`src/rtl/csa_resolve_serial_pkg.sv`:
```
// Shared definitions for the serial carry-save resolver and other chunked datapath blocks.
//   state_e  : FSM state encoding (IDLE=0, BUSY=1, DONE=2)
//   ceil_div : ceiling division, used to size chunk counts at elaboration time
package csa_resolve_serial_pkg;

    typedef enum logic [1:0] {
        StIdle = 2'd0,
        StBusy = 2'd1,
        StDone = 2'd2
    } state_e;

    function automatic int unsigned ceil_div(input int unsigned num, input int unsigned den);
        return (num + den - 1) / den;
    endfunction

endpackage

```
`src/rtl/csa_chunk_adder.sv`:
```
// Combinational CHUNK-bit adder with carry-in and carry-out.
//   a_i, b_i : operand chunks
//   cin_i    : carry from the previous chunk
//   sum_o    : CHUNK-bit sum
//   cout_o   : carry into the next chunk
module csa_chunk_adder #(
    parameter int unsigned CHUNK = 8
) (
    input  logic [CHUNK-1:0] a_i,
    input  logic [CHUNK-1:0] b_i,
    input  logic             cin_i,
    output logic [CHUNK-1:0] sum_o,
    output logic             cout_o
);

    logic [CHUNK:0] full;

    always_comb begin
        full   = {1'b0, a_i} + {1'b0, b_i} + {{CHUNK{1'b0}}, cin_i};
        sum_o  = full[CHUNK-1:0];
        cout_o = full[CHUNK];
    end

endmodule

```
`src/rtl/csa_resolve_serial.sv`:
```
// Resolves a carry-save pair (in_s, in_c) into a binary sum, CHUNK bits per cycle, with the
// carry registered between chunks.
//   clk, rst             : clock, synchronous active-high reset
//   in_valid/in_ready    : operand handshake; in_s/in_c latched on acceptance
//   in_s, in_c           : carry-save sum and (pre-aligned) carry vectors, WIDTH bits
//   out_valid/out_ready  : result handshake
//   out_sum              : in_s + in_c, WIDTH+1 bits, held stable while out_valid & !out_ready
module csa_resolve_serial
    import csa_resolve_serial_pkg::*;
#(
    parameter int unsigned WIDTH = 23,
    parameter int unsigned CHUNK = 8
) (
    input  logic             clk,
    input  logic             rst,
    input  logic             in_valid,
    output logic             in_ready,
    input  logic [WIDTH-1:0] in_s,
    input  logic [WIDTH-1:0] in_c,
    output logic             out_valid,
    input  logic             out_ready,
    output logic [WIDTH:0]   out_sum
);

    localparam int unsigned NCHUNK = ceil_div(WIDTH, CHUNK);
    localparam int unsigned PW     = NCHUNK * CHUNK;
    localparam int unsigned IDXW   = (NCHUNK > 1) ? $clog2(NCHUNK) : 1;
    // Position of result bit WIDTH inside the final chunk's {cout, sum}; equals CHUNK (the
    // carry-out) when the last chunk is full, otherwise a sum bit of the zero-extended chunk.
    localparam int unsigned LAST_TOP = WIDTH - (NCHUNK - 1) * CHUNK;

    state_e           state_q, state_d;
    logic [IDXW-1:0]  idx_q, idx_d;
    logic             carry_q, carry_d;
    logic [WIDTH-1:0] s_q, s_d;
    logic [WIDTH-1:0] c_q, c_d;
    logic [WIDTH:0]   res_q, res_d;

    int unsigned      shamt;
    logic [CHUNK-1:0] chunk_a, chunk_b, chunk_sum;
    logic             chunk_cout;
    logic             last_chunk;
    logic [WIDTH-1:0] chunk_mask, chunk_place;

    // Chunk select: operands are zero-extended to a whole number of chunks.
    assign shamt      = 32'(idx_q) * CHUNK;
    assign chunk_a    = CHUNK'(PW'(s_q) >> shamt);
    assign chunk_b    = CHUNK'(PW'(c_q) >> shamt);
    assign last_chunk = (idx_q == IDXW'(NCHUNK - 1));

    csa_chunk_adder #(
        .CHUNK (CHUNK)
    ) u_adder (
        .a_i    (chunk_a),
        .b_i    (chunk_b),
        .cin_i  (carry_q),
        .sum_o  (chunk_sum),
        .cout_o (chunk_cout)
    );

    // Result write-back: positions above WIDTH in a partial final chunk are dropped here.
    assign chunk_mask  = WIDTH'(PW'({CHUNK{1'b1}}) << shamt);
    assign chunk_place = WIDTH'(PW'(chunk_sum) << shamt);

    // State and datapath registers
    always_ff @(posedge clk) begin
        if (rst) begin
            state_q <= StIdle;
            idx_q   <= '0;
            carry_q <= 1'b0;
            s_q     <= '0;
            c_q     <= '0;
            res_q   <= '0;
        end else begin
            state_q <= state_d;
            idx_q   <= idx_d;
            carry_q <= carry_d;
            s_q     <= s_d;
            c_q     <= c_d;
            res_q   <= res_d;
        end
    end

    // Next-state logic
    always_comb begin
        state_d = state_q;
        unique case (state_q)
            StIdle:  if (in_valid)   state_d = StBusy;
            StBusy:  if (last_chunk) state_d = StDone;
            StDone:  if (out_ready)  state_d = StIdle;
            default:                 state_d = StIdle;
        endcase
    end

    // Datapath next-state
    always_comb begin
        s_d     = s_q;
        c_d     = c_q;
        carry_d = carry_q;
        idx_d   = idx_q;
        res_d   = res_q;
        unique case (state_q)
            StIdle: begin
                if (in_valid) begin
                    s_d     = in_s;
                    c_d     = in_c;
                    carry_d = 1'b0;
                    idx_d   = '0;
                end
            end
            StBusy: begin
                res_d[WIDTH-1:0] = (res_q[WIDTH-1:0] & ~chunk_mask) | chunk_place;
                carry_d          = chunk_cout;
                if (last_chunk) begin
                    res_d[WIDTH] = 1'({chunk_cout, chunk_sum} >> LAST_TOP);
                    idx_d        = '0;
                end else begin
                    idx_d = idx_q + IDXW'(1);
                end
            end
            default: ;
        endcase
    end

    // Outputs
    always_comb begin
        in_ready  = (state_q == StIdle) && !rst;
        out_valid = (state_q == StDone);
        out_sum   = res_q;
    end

endmodule
```
`config.mk`:
```
export PLATFORM = sky130hd
export DESIGN_NAME = csa_resolve_serial
export DESIGN_NICKNAME = d
export VERILOG_FILES = /design/src/rtl/csa_resolve_serial_pkg.sv /design/src/rtl/csa_chunk_adder.sv /design/src/rtl/csa_resolve_serial.sv
export SDC_FILE = /design/constraint.sdc
export NUM_CORES = 1
export LEC_CHECK = 0
export BUFFER_PORTS_ARGS = -buffer_cell sky130_fd_sc_hd__buf_2
export CORE_ASPECT_RATIO = 1.5
export CORE_MARGIN = 8
export CORE_UTILIZATION = 56
export CTS_BUF_LIST = sky130_fd_sc_hd__clkbuf_4 sky130_fd_sc_hd__clkbuf_8
export DETAILED_ROUTE_END_ITERATION = 8
export PLACE_DENSITY = 0.93
export SETUP_SLACK_MARGIN = 0.5
export SKIP_CTS_REPAIR_TIMING = 1
export SYNTH_ARGS = -nofsm -noshare
export SYNTH_HDL_FRONTEND = slang
export SYNTH_SLANG_ARGS = --single-unit
```
`constraint.sdc`:
```
create_clock -name clk -period 3.52 [get_ports clk]
set_input_delay 0.176 -clock clk [delete_from_list [all_inputs] [get_ports clk]]
set_output_delay 0.176 -clock clk [all_outputs]
set_load 0.05 [all_outputs]
```
# Word-level counts from Yosys, hierarchy flattened
# Cells that the tools add are included.
[word_totals] reg_bits=75 inputBits=50 word_cells=40 out_inout_bits=26
[op_classes] eq_ne=6 n_reduce_logical=8 n_bitwise=3 muxes=9 n_addsub=3 shift=4
[ops] cell=">> shifter 23 x 5 -> 8 bit" count=2
[ops] cell="bitwise AND 23 bit" count=1
[ops] cell="NOT 23 bit" count=1
[ops] cell="bitwise OR 23 bit" count=1
[ops] cell="<< shifter 8 x 5 -> 23 bit" count=1
[ops] cell="<< shifter 8 x 5 -> 23 bit (first input constant)" count=1
[ops] cell="2-to-1 mux 2 bit" count=5
[ops] cell="adder 8 x 8 -> 9 bit" count=1
[ops] cell="adder 9 x 1 -> 9 bit" count=1
[ops] cell="case mux 2 bit (3 select lines)" count=1
[ops] cell="AND reduction 2 bit" count=3
[ops] cell="== test 2 bit (second input constant)" count=2
[ops] cell="!= test 2 bit (second input constant)" count=2
[ops] cell="case mux 2 bit (2 select lines)" count=1
[ops] cell="AND reduction 3 bit" count=1
[ops] cell="adder 2 x 1 -> 2 bit (second input constant)" count=1
[ops] cell="== test 2 x 1 -> 1 bit (second input constant)" count=1
[ops] cell="zero test 2 bit" count=1
[ops] cell="!= test 2 x 1 -> 1 bit (second input constant)" count=1
[ops] cell="case mux 1 bit (2 select lines)" count=1
[ops] cell="nonzero test 2 bit" count=1
[ops] cell="logical AND 1 bit" count=1
[ops] cell="zero test 1 bit" count=1
[ops] cell="2-to-1 mux 1 bit" count=1

# Depth between registers and ports, before layout
# Gate-level depths: netlist (run 1).
[depth] depth_word=5 ltp_mapped=10 mapped_depth_nobuf=9

# Modules after synthesis
# A second synthesis (run 1) with hierarchy kept.
[unflattened] hier_cells=399 area_unflattened_um2=3948.8
[by_module_without_submodules] module="csa_resolve_serial" area_per_inst_um2=3617.2 seq_area_each_um2=1501.4 instances=1 cells_each=359
[by_module_without_submodules] module="csa_chunk_adder" area_per_inst_um2=331.6 seq_area_each_um2=0.0 instances=1 cells_each=40

# Least setup slack after synthesis (run 1)
# OpenSTA, ideal clock, no wires.
[synth_timing] path_kind="register to register" startpoint="register idx_q[1]" endpoint="register res_q[12] (netlist: out_sum[12])" stages_incl_launch_ff=10 arrival_ns=2.412 slack_ns=0.982 path_buffers=1 t_required_ns=3.394 setup_time_ns=0.126 cell_sequence="dfxtp_1 > buf_4 > mux2i_1 > o21ai_0 > fa_1 > fa_1 > a21oi_1 > o21bai_1 > xnor2_1 > o22ai_1"
[synth_between] elab_chain_cells=5
[synth_lines] element="start, declared" line_no="csa_resolve_serial.sv:33" source="logic [IDXW-1:0] idx_q, idx_d;"
[synth_lines] element="start signal, assigned" line_no="csa_resolve_serial.sv:76" source="idx_q <= idx_d;"
[synth_lines] element=">> shifter 23 x 5 -> 8 bit, on equally long branches" line_no="csa_resolve_serial.sv:47, csa_resolve_serial.sv:48"
[synth_lines] element="adder 8 x 8 -> 9 bit" line_no="csa_chunk_adder.sv:19" source="full = {1'b0, a_i} + {1'b0, b_i} + {{CHUNK{1'b0}}, cin_i};"
[synth_lines] element="adder 9 x 1 -> 9 bit" line_no="csa_chunk_adder.sv:19"
[synth_lines] element="<< shifter 8 x 5 -> 23 bit" line_no="csa_resolve_serial.sv:63" source="assign chunk_place = WIDTH'(PW'(chunk_sum) << shamt);"
[synth_lines] element="bitwise OR 23 bit *" line_no="csa_resolve_serial.sv:112" source="res_d[WIDTH-1:0] = (res_q[WIDTH-1:0] & ~chunk_mask) | chunk_place;"
[synth_lines] element="end signal, assigned" line_no="csa_resolve_serial.sv:80" source="res_q <= res_d;"
[synth_lines] element="end, declared" line_no="csa_resolve_serial.sv:37" source="logic [WIDTH:0] res_q, res_d;"
# Mark *: on every way between the ends. The rest lies on a longest branch, timed or not.
# A chain may end at the register's enable or synchronous reset.

# Worst setup path after layout (run 1)
[layout_timing] startpoint="register idx_q[0]" endpoint="register res_q[12] (netlist: out_sum[12])"
# The elaborated chain is that of the path after synthesis.

==> impl_metrics.csv, run 1 <==
group,metric,value,unit
clocking,cts_max_level,3,
synth,synth_nets,461,
place,hpwlAfterDp,6000,um
timing,rsz0062_at_grt,"false",
routing,wl_per_cell,15.0,um
timing,relSlewSlack,39.5,%
place,gp_congestion,0.951,
pwr,switching_share,25.2,%
timing,worstMarginPinSlew,0.903,ns
worst_setup_path,worstSetupStartpointType,"register",
timing,drv_slew,0,
min_path,min_from,"in_c[11]",
clocking,clockRootBuffer,"clkbuf_8",
timing,timing.final.ws_setup,0.767,ns
worst_setup_path,path_delay_family,"adder cells",
grt,antenna_found_initial,0,
synth,netlist_instances,402,
synth,yosysWarnings,0,
place,postPlaceCellArea,3730,sq um
floorplan,rows,35,
worst_setup_path,crit_buf_inv,0,
min_path,whs_path_depth,3,
worst_setup_path,crit_path_end_kind,"register",
final_layout,fillers,476,
timing,period_share,78.2,%
timing,max_freq,0.363,GHz
place,pre_cts_ws,0.489,ns
synth,synth_edf_count,0,
worst_setup_path,crit_top_cell,"fa_1",
final_layout,final_cell_count_no_fill,547,
min_path,hold_end,"c_q[11]",
timing,hold_violations,0,
timing,setup_viol,0,
floorplan,io_pins,76,
synth,synthArstFlopShare,0,%
clocking,clkLatencyLatePin,0.35,ns
clocking,path_clk_slew,0.07,ns
routing,wl_met3,410,um
timing,min_period,2.75,ns
pwr,power.internal,1.52,mW
final_layout,syn2layout_area_growth,17.6,%
routing,drc,0,
routing,vias,2973,
worst_setup_path,reg2reg_slack,0.77,ns
place,portBuffers,75,
timing,tns,0,ns
worst_setup_path,cp.required,3.71,ns
outcome,outcome,"finished clean",
pwr,combPwrFrac,13.7,%
final_layout,diodes,0,
routing,routed-wl-met2,4250,um
routing,dr.pass1.iters,4,
worst_setup_path,cp_cell_sequence,"nor2b_2 > nand2_1 > o21ai_0 > fa_1 > fa_1 > a21oi_1 > o21bai_1 > xnor2_1 > o22ai_1",
worst_setup_path,worst-path-max-fanout,11,
synth,ys_seq_area_share,44.2,%
routing,viasPerCell,5.44,
routing,drtIter0Drc,266,
grt,grt_pass1_wl,13500,um
floorplan,start_util,56.7,%
clocking,cts_buffers,9,
routing,wl_met1,3140,um
timing,whs,0.0559,ns
floorplan,core-area,6000,sq um
timing,clock_skew,0.00811,ns
worst_setup_path,r2r_end,"out_sum[12]",
pwr,pwr_density_cell,508,nW/um^2
worst_setup_path,criticalPathCategory,"reg2reg",
synth,synth_top_flop_cell,"dfxtp_1",
final_layout,drive_above_1_share,23.5,%
pwr,leakagePower,1.64,nW
clocking,cts.path.max_buffers,2,
clocking,clock-sinks,75,
grt,gr-total-overflow,0,
grt,grt_use_total,18.8,%
pwr,irDropWorstVdd,0.000332,V
final_layout,final_nets,527,
worst_setup_path,max_stage_delay,0.48,ns
grt,grt_pass1_vias,3029,
routing,drt_wl_total,8190,um
worst_setup_path,reg2reg_depth,9,
final_layout,final_area,4000,sq um
job,cap_violations,0,
place,dpl.cell_count,531,
synth,synth_cell_types,44,
grt,grt_max_degree,59,
floorplan,fp.dieH,111,um
routing,highest_layer,"met4",
routing,postRouteAntennaNets,0,
pwr,pwr-share-clk,41.1,%
floorplan,die_x,79.6,um
synth,synth_area,3400,sq um
pwr,p_seq_share,45.2,%
floorplan,dieArea,8870,sq um
pwr,p_switching,0.511,mW
clocking,cts_tree,"yes",
synth,synth.avg_cell_area,8.46,sq um
worst_setup_path,worstPathArrival,2.95,ns
worst_setup_path,timing.rr.start,"idx_q[0]",
worst_setup_path,slowest_stage,"fa_1",
synth,ys_ff_latch,75,
min_path,hold_path.class,"in2reg",
## layout make-up
cell class	instances	area, sq um	share of cell area, %
tap	74	92.6	2.32
multi-input combinational	299	1720	42.9
clock inverter	4	95.1	2.38
inverter	3	11.3	0.282
timing repair buffer	80	413	10.3
sequential	75	1510	37.6
clock buffer	12	165	4.13
## Yosys cell counts, drive strengths merged (3+ instances only)
cell type  count  area, sq um
a21oi         55          275
o22ai         16          100
inv            3         11.3
mux2i         22          220
nor2          18         72.6
nand2        109          412
xnor2          3         26.3
nor3           5         41.3
o211ai         4         30.0
a211oi         4         40.0
dfxtp         75         1500
nand2b        20          133
clkbuf         7         26.3
ha             7         87.6
o21ai         16         80.1
buf           18          145
## flip-flops by register name, indices dropped and copies added (netlist names)
register	count
carry_q	1
idx_q	2
s_q	23
state_q	2
out_sum	24
c_q	23
## worst max path at each step
| stage | depth (start not counted) | end | start |
|---|---|---|---|
| 2_1_floorplan | 9 | out_sum[12] | idx_q[1] |
| 3_3_place_gp | 9 | out_sum[12] | idx_q[1] |
| 3_5_place_dp | 9 | out_sum[12] | idx_q[1] |
| 4_1_cts | 9 | out_sum[12] | idx_q[1] |
| 5_1_grt | 9 | out_sum[12] | idx_q[0] |
| 6_report | 9 | out_sum[12] | idx_q[0] |
## through the flow
stage / utilization, % / total power, mW
after floorplan: - / 1.14
after global routing: 66.7 / 2.10
final: 66.7 / 2.03
after global placement: 62.3 / 1.20
after CTS: 66.6 / 2.03
after detailed placement: 62.3 / 1.21
## metal layers
metal	GRT usage, %	vias to the layer above
met2	31.9	86
met4	14.5	0
met3	4.60	29
li1	-	1493
met5	0	-
met1	18.9	1365
## tightest hold or removal path, stage by stage
cell	delay, ns
buf_2	0.10
nand2_1	0.04
a21oi_1	0.05
## layout by cell type (no fill, tap or decap), types with 2 or more instances in the layout
master and count:
o21ai_0 8, o211ai_1 4, o22ai_1 16, buf_2 75
nor2_2 2, a211oi_2 2, nand2b_1 19, nand2_1 108
dfxtp_1 74, inv_1 3, ha_1 7, xnor2_1 3
nor3_1 3, a211oi_1 2, bufinv_16 3, nor2_1 16
mux2i_1 22, clkbuf_8 12, o21ai_1 8, a21o_1 2
fa_1 2, buf_4 5, a21oi_1 55
## power groups by stage
stage               clock [mW]  sequential (mW)  combinational [mW]
finish                   0.835            0.917               0.279
global route             0.875            0.921               0.305
CTS                      0.838            0.917               0.278
detailed placement           0            0.935               0.275
global placement             0            0.934               0.269
floorplan                    0            0.954               0.186
## logic make-up (layout without fill, tap and decap cells)
family,Yosys count,count (layout),synth area share (%)
adder cells (fa/ha/maj),9,9,3.75
AND/OR/NAND/NOR,162,162,22.1
XOR/XNOR,4,4,1.03
flip-flops,75,75,44.2
AO/OA/AOI/OAI,102,102,17.1
multiplexers,22,22,6.48
buffers and inverters,28,99,5.37
Power figures use the tool's default switching activity.
==> inputs of run 2 (changes only) <==
--- a/config.mk
+++ b/config.mk
@@ -8,10 +8,10 @@
 export BUFFER_PORTS_ARGS = -buffer_cell sky130_fd_sc_hd__buf_2
 export CORE_ASPECT_RATIO = 1.5
 export CORE_MARGIN = 8
-export CORE_UTILIZATION = 56
+export CORE_UTILIZATION = 50
 export CTS_BUF_LIST = sky130_fd_sc_hd__clkbuf_4 sky130_fd_sc_hd__clkbuf_8
 export DETAILED_ROUTE_END_ITERATION = 8
-export PLACE_DENSITY = 0.93
+export PLACE_DENSITY = 0.89
 export SETUP_SLACK_MARGIN = 0.5
 export SKIP_CTS_REPAIR_TIMING = 1
 export SYNTH_ARGS = -nofsm -noshare
==> constraint.sdc (replaced) <==
create_clock -name clk -period 2.5 [get_ports clk]
set_input_delay 0.125 -clock clk [delete_from_list [all_inputs] [get_ports clk]]
set_output_delay 0.125 -clock clk [all_outputs]
set_load 0.05 [all_outputs]
==> run 2 against run 1 <==
Clock power increased by 10%. Routed wire length increased by 11%. Critical endpoint is now out_sum[6]. Sequential cell count unchanged. Cell count increased by 3.1%. Largest power group unchanged. Highest routed layer unchanged.
==> impl_metrics.csv, run 2 (synthesis results as in run 1) <==
group,metric,value,unit
floorplan,io_pins,76,
clocking,cts.path.max_buffers,2,
min_path,whs_path_depth,3,
pwr,power.total,2.65,mW
final_layout,seqCellArea,1510,sq um
clocking,cts_tree,"yes",
timing,min_period,2.39,ns
final_layout,final_cell_mix,"nand2_1, buf_2, dfxtp_1, a21oi_1, mux2i_1",
clocking,clock-sinks,75,
grt,grt_use_total,18.0,%
pwr,irDropWorstVdd,0.000349,V
worst_setup_path,reg2reg_depth,8,
routing,drt_wl_total,9130,um
grt,grt_pass1_wl,14300,um
worst_setup_path,critPathLaunch,"idx_q[1]",
timing,worstMarginPinSlew,0.763,ns
worst_setup_path,crit_buf_inv,0,
routing,wl_per_cell,16.2,um
worst_setup_path,worst-path-max-fanout,7,
pwr,pwr_density_cell,640,nW/um^2
timing,rsz0062_at_grt,"true",
worst_setup_path,timing.rr.start,"idx_q[1]",
worst_setup_path,path_delay_family,"adder cells",
worst_setup_path,worstSetupStartpointType,"register",
clocking,cts_buffers,9,
routing,viasPerCell,5.61,
pwr,leakagePower,1.69,nW
grt,grt_max_degree,47,
final_layout,final_cell_count_no_fill,564,
routing,drtIter0Drc,192,
worst_setup_path,worstPathArrival,2.60,ns
place,hpwlAfterDp,6720,um
floorplan,fp.dieH,117,um
final_layout,diodes,0,
clocking,clockRootBuffer,"clkbuf_8",
clocking,path_clk_slew,0.08,ns
timing,max_freq,0.418,GHz
place,gp_congestion,0.893,
timing,setup_viol,0,
worst_setup_path,crit_path_end_kind,"register",
worst_setup_path,crit_top_cell,"fa_2",
grt,antenna_found_initial,0,
timing,relSlewSlack,49.0,%
min_path,min_from,"in_s[8]",
routing,vias,3163,
floorplan,start_util,50.7,%
final_layout,final_nets,541,
timing,period_share,95.8,%
final_layout,drive_above_1_share,28.6,%
worst_setup_path,criticalPathCategory,"reg2reg",
final_layout,syn2layout_area_growth,21.6,%
routing,drc,0,
final_layout,final_common_cell,"nand2_1",
min_path,hold_path.class,"in2reg",
grt,grt_pass1_vias,3201,
floorplan,dieArea,9750,sq um
final_layout,fillers,542,
timing,drv_slew,0,
timing,clock_skew,0.0148,ns
floorplan,core-area,6710,sq um
timing,hold_violations,0,
clocking,clkLatencyLatePin,0.36,ns
worst_setup_path,max_stage_delay,0.42,ns
final_layout,largest_reg_flops,24,
worst_setup_path,cp_num_cells,8,
routing,dr.pass1.iters,5,
worst_setup_path,cp.required,2.71,ns
place,portBuffers,75,
floorplan,die_x,83.3,um
place,dpl.cell_count,541,
worst_setup_path,slowest_stage,"dfxtp_4",
routing,postRouteAntennaNets,0,
clocking,cts_max_level,3,
floorplan,rows,37,
outcome,outcome,"finished clean",
job,cap_violations,0,
grt,gr-total-overflow,0,
final_layout,multi_input_area,1800,sq um
worst_setup_path,cp_cell_sequence,"mux2i_1 > o21ai_0 > fa_2 > fa_2 > a21oi_4 > nor3_1 > nor3_2 > o22ai_1",
run 2: changes by cell type in the layout (fill, tap and decap cells not counted), moves of 3 or more:
cell | before | now
buf_4 | 5 | 16
ha_1 | 7 | 4
o21ai_0 | 8 | 5
ha_2 | 0 | 3
run 2: per-layer routing:
| metal | vias to the layer above | global-route usage [%] | part of all wire (%) |
|---|---|---|---|
| met5 | - | 0 | 0 |
| met1 | 1479 | 17.0 | 36 |
| li1 | 1518 | - | - |
| met3 | 42 | 4.92 | 5.3 |
| met2 | 124 | 33.7 | 53 |
| met4 | 0 | 11.8 | 5.0 |
run 2: final timing paths:
path | to | slack [ns]
worst min-delay path | s_q[8] | 0.004
worst max-delay path | out_sum[6] | 0.11
worst max register to register | out_sum[6] | 0.11
worst min register to register | s_q[5] | 0.46
run 2: power breakdown:
part           switching, mW  internal [mW]  total [mW]
registers             0.0377           1.25        1.29
logic                  0.271          0.167       0.438
clock network          0.418          0.502       0.920
run 2: stage by stage:
stage	instance area (sq um)	hold WS (ns)	worst slack [ns]	util [%]	setup TNS, ns
2_1_floorplan	3430	0.261	0.227	-	0
3_3_place_gp	3800	0.369	0.169	56.6	0
3_5_place_dp	3800	0.373	0.0850	56.6	0
4_1_cts	3990	-0.00133	-0.00387	59.5	-0.00387
5_1_grt	4140	0.00249	-0.0218	61.6	-0.0268
6_report	4140	0.00390	0.105	61.6	0
run 2: worst reg2reg max path, cell delays in order (launching register included):
cell and delay, ns:
dfxtp_4 0.42, mux2i_1 0.20, o21ai_0 0.13, fa_2 0.40
fa_2 0.40, a21oi_4 0.22, nor3_1 0.09, nor3_2 0.25
o22ai_1 0.13
run 2: layout make-up:
cell class | instances | area share [%]
Sequential cell | 75 | 36.4
Inverter | 3 | 0.272
Timing Repair Buffer | 94 | 12.8
Multi-Input combinational cell | 299 | 43.5
Tap cell | 78 | 2.36
Clock buffer | 12 | 3.69
Clock inverter | 3 | 0.968
